`config.mk`:
```
export PLATFORM = sky130hd
export DESIGN_NAME = pc_predict_unit
export DESIGN_NICKNAME = d
export VERILOG_FILES = /design/src/rtl/pc_predict_unit_pkg.sv /design/src/rtl/pc_predict_unit_btb_table.sv /design/src/rtl/pc_predict_unit.sv
export SDC_FILE = /design/constraint.sdc
export NUM_CORES = 2
export LEC_CHECK = 0
export BUFFER_PORTS_ARGS = -buffer_cell sky130_fd_sc_hd__buf_2
export CORE_MARGIN = 4
export CORE_UTILIZATION = 55
export CTS_BUF_LIST = sky130_fd_sc_hd__clkbuf_4 sky130_fd_sc_hd__clkbuf_8 sky130_fd_sc_hd__clkbuf_16
export DETAILED_ROUTE_END_ITERATION = 10
export PLACE_DENSITY_LB_ADDON = 0.05
export SYNTH_ARGS = -nofsm -noshare
export SYNTH_HDL_FRONTEND = slang
export SYNTH_SLANG_ARGS = --single-unit
```
`constraint.sdc`:
```
create_clock -name clk -period 8.75 [get_ports clk]
set_input_delay 0.875 -clock clk [delete_from_list [all_inputs] [get_ports clk]]
set_output_delay 0.875 -clock clk [all_outputs]
set_load 0.02 [all_outputs]
```
`src/rtl/pc_predict_unit_pkg.sv`:
```
// Shared encodings and helpers for the fetch-stage PC predictor.
// PC source codes come from the execute stage; BTB counters are 2-bit saturating.
package pc_predict_unit_pkg;

  typedef enum logic [2:0] {
    PC_NEXT            = 3'd0,
    PC_ALWAYS_BRANCH   = 3'd1,
    PC_JALR            = 3'd2,
    PC_COND_BRANCH     = 3'd3,
    PC_INV_COND_BRANCH = 3'd4
  } pc_src_e;

  localparam logic [1:0] BTB_CTR_INIT  = 2'b01;
  localparam logic [1:0] BTB_CTR_ALLOC = 2'b10;

  function automatic logic [1:0] ctr_update(input logic [1:0] ctr, input logic taken);
    logic [1:0] res;
    if (taken) begin
      res = (ctr == 2'b11) ? ctr : ctr + 2'b01;
    end else begin
      res = (ctr == 2'b00) ? ctr : ctr - 2'b01;
    end
    return res;
  endfunction

endpackage

```
`src/rtl/pc_predict_unit_btb_table.sv`:
```
// Direct-mapped BTB storage: one async read port for fetch lookup and one
// sync read-modify-write port that trains the entry selected by execute.
module pc_predict_unit_btb_table
  import pc_predict_unit_pkg::*;
#(
  parameter int WIDTH   = 32,
  parameter int ENTRIES = 16,
  parameter int IDX_W   = $clog2(ENTRIES),
  parameter int TAG_W   = WIDTH - IDX_W - 2
) (
  input  logic             clk,
  input  logic             rst_n,
  input  logic [IDX_W-1:0] rd_idx,
  input  logic [TAG_W-1:0] rd_tag,
  output logic             rd_hit,
  output logic             rd_pred_taken,
  output logic [WIDTH-1:0] rd_tgt,
  input  logic             wr_en,
  input  logic [IDX_W-1:0] wr_idx,
  input  logic [TAG_W-1:0] wr_tag,
  input  logic             wr_taken,
  input  logic [WIDTH-1:0] wr_tgt
);

  logic [ENTRIES-1:0]            valid_q, valid_d;
  logic [ENTRIES-1:0][1:0]       ctr_q, ctr_d;
  logic [ENTRIES-1:0][TAG_W-1:0] tag_q, tag_d;
  logic [ENTRIES-1:0][WIDTH-1:0] tgt_q, tgt_d;
  logic                          wr_hit_s;

  assign rd_hit        = valid_q[rd_idx] && (tag_q[rd_idx] == rd_tag);
  assign rd_pred_taken = ctr_q[rd_idx][1];
  assign rd_tgt        = tgt_q[rd_idx];
  assign wr_hit_s      = valid_q[wr_idx] && (tag_q[wr_idx] == wr_tag);

  // Training: hits move the counter, taken misses replace the victim entry.
  always_comb begin
    valid_d = valid_q;
    ctr_d   = ctr_q;
    tag_d   = tag_q;
    tgt_d   = tgt_q;
    if (wr_en && wr_hit_s) begin
      ctr_d[wr_idx] = ctr_update(ctr_q[wr_idx], wr_taken);
      if (wr_taken) begin
        tgt_d[wr_idx] = wr_tgt;
      end else begin
        tgt_d[wr_idx] = tgt_q[wr_idx];
      end
    end else if (wr_en && wr_taken) begin
      valid_d[wr_idx] = 1'b1;
      tag_d[wr_idx]   = wr_tag;
      tgt_d[wr_idx]   = wr_tgt;
      ctr_d[wr_idx]   = BTB_CTR_ALLOC;
    end else begin
      valid_d = valid_q;
    end
  end

  // Valid bits and counters clear asynchronously; that alone invalidates every entry.
  always_ff @(posedge clk or negedge rst_n) begin
    if (!rst_n) begin
      valid_q <= '0;
      ctr_q   <= {ENTRIES{BTB_CTR_INIT}};
    end else begin
      valid_q <= valid_d;
      ctr_q   <= ctr_d;
    end
  end

  // Tag and target payload need no reset because valid gates them.
  always_ff @(posedge clk) begin
    tag_q <= tag_d;
    tgt_q <= tgt_d;
  end

endmodule

```
`src/rtl/pc_predict_unit.sv`:
```
// Fetch PC generator: BTB-based next-PC prediction, execute-stage resolution,
// redirect/flush on mispredict, saturating mispredict counter.
module pc_predict_unit
  import pc_predict_unit_pkg::*;
#(
  parameter int               WIDTH       = 32,
  parameter int               BTB_ENTRIES = 16,
  parameter logic [WIDTH-1:0] RESET_PC    = 32'h0000_0000,
  parameter int               CNT_W       = 16
) (
  input  logic             clk,
  input  logic             rst_n,
  input  logic             stall,
  output logic [WIDTH-1:0] pc,
  output logic [WIDTH-1:0] pred_next,
  input  logic             ex_valid,
  input  logic [2:0]       ex_PCsrc,
  input  logic             ex_EQ,
  input  logic [WIDTH-1:0] ex_pc,
  input  logic [WIDTH-1:0] ex_pc_plus4,
  input  logic [WIDTH-1:0] ex_branch_tgt,
  input  logic [WIDTH-1:0] ex_jalr_tgt,
  input  logic [WIDTH-1:0] ex_pred_next,
  output logic             flush,
  output logic [CNT_W-1:0] mispredict_cnt,
  output logic             bad_pcsrc
);

  localparam int               IDX_W   = $clog2(BTB_ENTRIES);
  localparam int               TAG_W   = WIDTH - IDX_W - 2;
  localparam logic [WIDTH-1:0] PC_STEP = {{(WIDTH-3){1'b0}}, 3'b100};
  localparam logic [CNT_W-1:0] CNT_ONE = {{(CNT_W-1){1'b0}}, 1'b1};

  logic [WIDTH-1:0] pc_q, pc_d;
  logic [CNT_W-1:0] cnt_q, cnt_d;
  logic             bad_q, bad_d;
  logic [WIDTH-1:0] actual_s, pred_next_s, btb_tgt_s;
  logic             pcsrc_ok_s, taken_s, mispredict_s, btb_hit_s, btb_taken_s, btb_wr_en_s;
  logic             unused_ex_pc_lsb_s;

  assign unused_ex_pc_lsb_s = ^ex_pc[1:0];

  pc_predict_unit_btb_table #(
    .WIDTH  (WIDTH),
    .ENTRIES(BTB_ENTRIES)
  ) u_btb_table (
    .clk          (clk),
    .rst_n        (rst_n),
    .rd_idx       (pc_q[IDX_W+1:2]),
    .rd_tag       (pc_q[WIDTH-1:IDX_W+2]),
    .rd_hit       (btb_hit_s),
    .rd_pred_taken(btb_taken_s),
    .rd_tgt       (btb_tgt_s),
    .wr_en        (btb_wr_en_s),
    .wr_idx       (ex_pc[IDX_W+1:2]),
    .wr_tag       (ex_pc[WIDTH-1:IDX_W+2]),
    .wr_taken     (taken_s),
    .wr_tgt       (actual_s)
  );

  assign pred_next_s = (btb_hit_s && btb_taken_s) ? btb_tgt_s : pc_q + PC_STEP;

  // Resolve the real successor of the execute-stage instruction.
  always_comb begin
    actual_s   = ex_pc_plus4;
    pcsrc_ok_s = 1'b1;
    case (ex_PCsrc)
      PC_NEXT:            actual_s = ex_pc_plus4;
      PC_ALWAYS_BRANCH:   actual_s = ex_branch_tgt;
      PC_JALR:            actual_s = ex_jalr_tgt;
      PC_COND_BRANCH:     actual_s = ex_EQ ? ex_branch_tgt : ex_pc_plus4;
      PC_INV_COND_BRANCH: actual_s = ex_EQ ? ex_pc_plus4 : ex_branch_tgt;
      default: begin
        actual_s   = ex_pc_plus4;
        pcsrc_ok_s = 1'b0;
      end
    endcase
  end

  assign taken_s      = (actual_s != ex_pc_plus4);
  assign mispredict_s = ex_valid && pcsrc_ok_s && (actual_s != ex_pred_next);
  assign btb_wr_en_s  = ex_valid && pcsrc_ok_s && (ex_PCsrc != PC_NEXT);

  // A redirect wins over a hazard stall; otherwise follow the prediction.
  always_comb begin
    pc_d  = pc_q;
    cnt_d = cnt_q;
    bad_d = bad_q | (ex_valid & ~pcsrc_ok_s);
    if (mispredict_s) begin
      pc_d = actual_s;
    end else if (stall) begin
      pc_d = pc_q;
    end else begin
      pc_d = pred_next_s;
    end
    if (mispredict_s && (cnt_q != {CNT_W{1'b1}})) begin
      cnt_d = cnt_q + CNT_ONE;
    end else begin
      cnt_d = cnt_q;
    end
  end

  // Architectural fetch state.
  always_ff @(posedge clk or negedge rst_n) begin
    if (!rst_n) begin
      pc_q  <= RESET_PC;
      cnt_q <= '0;
      bad_q <= 1'b0;
    end else begin
      pc_q  <= pc_d;
      cnt_q <= cnt_d;
      bad_q <= bad_d;
    end
  end

  assign pc             = pc_q;
  assign pred_next      = pred_next_s;
  assign flush          = mispredict_s;
  assign mispredict_cnt = cnt_q;
  assign bad_pcsrc      = bad_q;

endmodule

```
==> summary by stage <==
Finish
The commonest non-fill, non-tap cell in the layout is edfxtp_1. The total of fill cells in the finished design is 8140. At the end of the flow, the number of nets in the layout was 4267. The area of combinational cells with multiple inputs is 27560 sq um. The ratio of cells with drive above 1 in the final layout is 32.66%. From synthesis to final layout, the design area changed by 11.05%.

The area taken by flip-flops and latches is 30330 sq um. Leaving out fill and tap cells, the most frequent cells in the layout are edfxtp_1 (928), mux4_2 (516), o2bb2ai_1 (253), buf_2 (241), a2bb2o_1 (179). Once layout is complete, the cells apart from fillers number 5600. The utilization after layout is 61.55%. The summed area of non-filler cells in the final layout is 65980 sq um.

STA
For the final database, setup skew stands at 0.05716 ns. The least setup slack across all paths after layout is 2.058 ns. The headroom to the max-slew limit is 12.92%. The share of the clock period used by the worst path is 76.48%.

Setup violations remaining at the end of the flow were counted as 0. The maximum frequency from static timing analysis is 149.4 MHz. The total negative slack for setup checks is 0 ns. The number of failing hold endpoints at the final stage came to 0.

The shortest clock period the worst path allows after layout is 6.692 ns. Setup repair after global routing left no endpoint under its margin. The worst hold slack across all endpoints is 0.1128 ns. The final count of pins violating max slew is 0. The actual slew at the worst max-slew pin is 1.300 ns.

Critical path
The worst setup path is captured at an output pin. The critical path goes through buf_12 -> mux4_2 -> a22o_1 -> a221oi_1 -> xor2_1 -> nand4_1 -> nor4_4 -> mux2i_1 -> buf_2. Of all nets on the critical path, the largest fanout is 63. The worst register-to-register path has a setup slack of 3.44 ns. The arrival time of the worst setup path is 5.82 ns.

The beginning of the worst register-to-register path is pc[2]. Counting buffers and inverters, the worst setup path is 9 cells deep. In this design, the stage delay of the slowest critical-path cell is 0.89 ns. The endpoint identified for the worst register-to-register timing path is pc[3]. The kind of start point of the critical path is a register. At the worst endpoint, the required time is 7.88 ns. The slowest stage of the critical path belongs to the cell a221oi_1.

The family with the most delay on the worst path is multiplexers. The number of cell instances on the worst register-to-register path is 11. The kind of critical path is reg -> out. The number of buffers and inverters on the critical path is 2.

Pwr
In this run the static leakage power is 22.22 nW. In this run the power density over the cells is 213.7 nW/um^2. The total power after layout is 14.10 mW. The worst-case IR drop observed on VDD is 0.0001901 V.

Clock network
The clock passes through at most 3 buffers. Post-CTS repair changed the size of 0 cells. The number of clock sinks is 1025.

The total of hold buffers inserted after clock tree synthesis is 0. The H-tree was split into 3 levels. In this run the post-CTS setup repair buffer count came out at 0. The clock edge transition at the registers on the reported setup and hold paths is 0.06 ns. The clock root buffer is clkbuf_16.

In this run, CTS created clock tree buffers numbering 110. The clock tree from TritonCTS is built. At the later pin of the worst-skew pair, clock insertion delay measures 0.74 ns.

Flow run
The tool flagged a number of max-cap violations equal to 0.

Status
The flow ran to the end, and the final reports show no timing, DRC or antenna violations.

Die
The top-level I/O count is 250. The die boundary height is 336.7 um. The core area is 107200 sq um.

The die covers 113300 sq um. The x dimension of the die is 336.7 um. The initial utilization of the core area, before any placement, comes to 55.42%. The number of core rows is 120.

Placement
The setup slack at placement is 1.747 ns. The cell count after placement is 5388. At the end of routability-driven placement, the weighted congestion stood at 0.9840. In this run the tool buffered the top-level ports with 247 buffer cells.

The placement-stage cell area is 62290 sq um. The HPWL reported at the end of detailed placement is 134.4 mm.

Routing
After detailed routing, the number of remaining DRC violations is 0. The detail route stage leaves a number of antenna-violating nets equal to 0. After detailed routing, the total wire length is 217.3 mm. The number of detailed-route iterations in the first pass is 6. Dividing the detail-routed wire length by the instance count gives 38.80 um. The routed via count divided by cell count is 7.632. The number of violations reported at the end of detailed-routing iteration 0 is 6373. The via count is 42740.

Yosys
The synthesized area per cell is 14.97 sq um. The cell area after synthesis is 59410 sq um. The flip-flop and latch count after synthesis is 1025. Counting flops with a built-in enable in the synthesized netlist gives 928.

Synthesis produced 3968 cells. The number of different library cells used by synthesis comes to 98. For this run, asynchronously set or reset flops after synthesis account for 9.463%. For this run, the number of Yosys warnings is 0. The top flip-flop cell by instance count after synthesis is edfxtp_1. The post-synth net total is 4138. The sequential fraction of the synthesis area is 51.02%.

Global routing
The maximum number of pins on one net before global-route repair is 107. The number of global-route vias before repair was 41140. Global routing used 37.78% of the available tracks across all layers.

Summed over all layers, the global routing overflow is 0. The initial antenna violation count came to 15. The first global-routing pass estimated 305.2 mm of wire.

Hold path
In this run the worst hold path is classified as in -> async.
[how the worst max path moves through the flow]
stage	start	end
after floorplan	ex_pc[3]	u_btb_table.tgt_q[100]
after global placement	ex_PCsrc[2]	u_btb_table.tag_q[26]
after detailed placement	ex_PCsrc[2]	u_btb_table.tag_q[50]
after CTS	pc[2]	pred_next[22]
after global routing	pc[2]	pred_next[2]
final	pc[2]	pred_next[2]
[state kept, by name, indices dropped and copies added (netlist names)]
| signal | flops |
|---|---|
| u_btb_table.tgt_q | 512 |
| u_btb_table.valid_q | 16 |
| pc | 32 |
| u_btb_table.ctr_q | 32 |
| u_btb_table.tag_q | 416 |
| bad_pcsrc | 1 |
| mispredict_cnt | 16 |
[worst register-to-register path, delay by kind of cell, from the launching register on]
family / cells / cell delay, ns
XOR/XNOR: 1 / 0.20
multiplexers: 2 / 1.16
buffers and inverters: 2 / 0.88
AO/OA/AOI/OAI: 4 / 1.46
flip-flops: 1 / 0.83
AND/OR/NAND/NOR: 2 / 0.60
[cells in the mapped netlist (all sizes together) (31+ instances only)]
cell type | n | area share, %
a2bb2o | 179 | 3.0
and3 | 38 | 0.40
a21oi | 99 | 0.83
mux2i | 168 | 2.9
edfxtp | 928 | 47
inv | 60 | 0.38
clkbuf | 184 | 1.2
mux4 | 516 | 20
mux2 | 54 | 1.0
nor2 | 193 | 1.2
nand4 | 31 | 0.33
dfrtp | 81 | 3.4
xor2 | 49 | 0.72
o21ai | 94 | 0.80
buf | 191 | 1.9
nand3 | 41 | 0.35
xnor2 | 59 | 0.87
o2bb2ai | 353 | 6.3
a22oi | 31 | 0.39
nor2b | 32 | 0.34
nand2 | 134 | 0.85
nor3 | 48 | 0.40
o22ai | 34 | 0.36
[metal layers]
layer	up-vias	GRT usage [%]	part of all wire (%)
met2	3130	57.13	45
met3	540	8.645	11
li1	16950	-	-
met5	-	0	0.0060
met4	2	19.88	6.2
met1	22120	51.63	37
[power breakdown]
group / internal, mW / leakage (nW) / switching [mW]
logic: 1.35 / 10.7 / 2.01
clock network: 2.73 / 1.84 / 2.05
registers: 5.65 / 9.71 / 0.319
[cell families (layout without fill, tap and decap cells)]
kind of cell	count (synthesis)	after routing	synth area share [%]
AO/OA/AOI/OAI	1007	1007	14.82
buffers and inverters	436	657	3.443
multiplexers	738	738	23.48
XOR/XNOR	108	108	1.592
other	0	8	0
AND/OR/NAND/NOR	652	652	5.608
adder cells (fa/ha/maj)	2	2	0.04211
flip-flops	1025	1025	51.02
[final cells by class]
type / count / area share (%)
multi-input cells: 2507 / 41.77
clock inverters: 64 / 0.9292
repair buffers: 392 / 3.664
flip-flops and latches: 1025 / 45.96
inverters: 61 / 0.3546
well taps: 1403 / 2.661
clock buffers: 140 / 4.625
diodes: 8 / 0.03034
(Power assumes the default switching activity.)
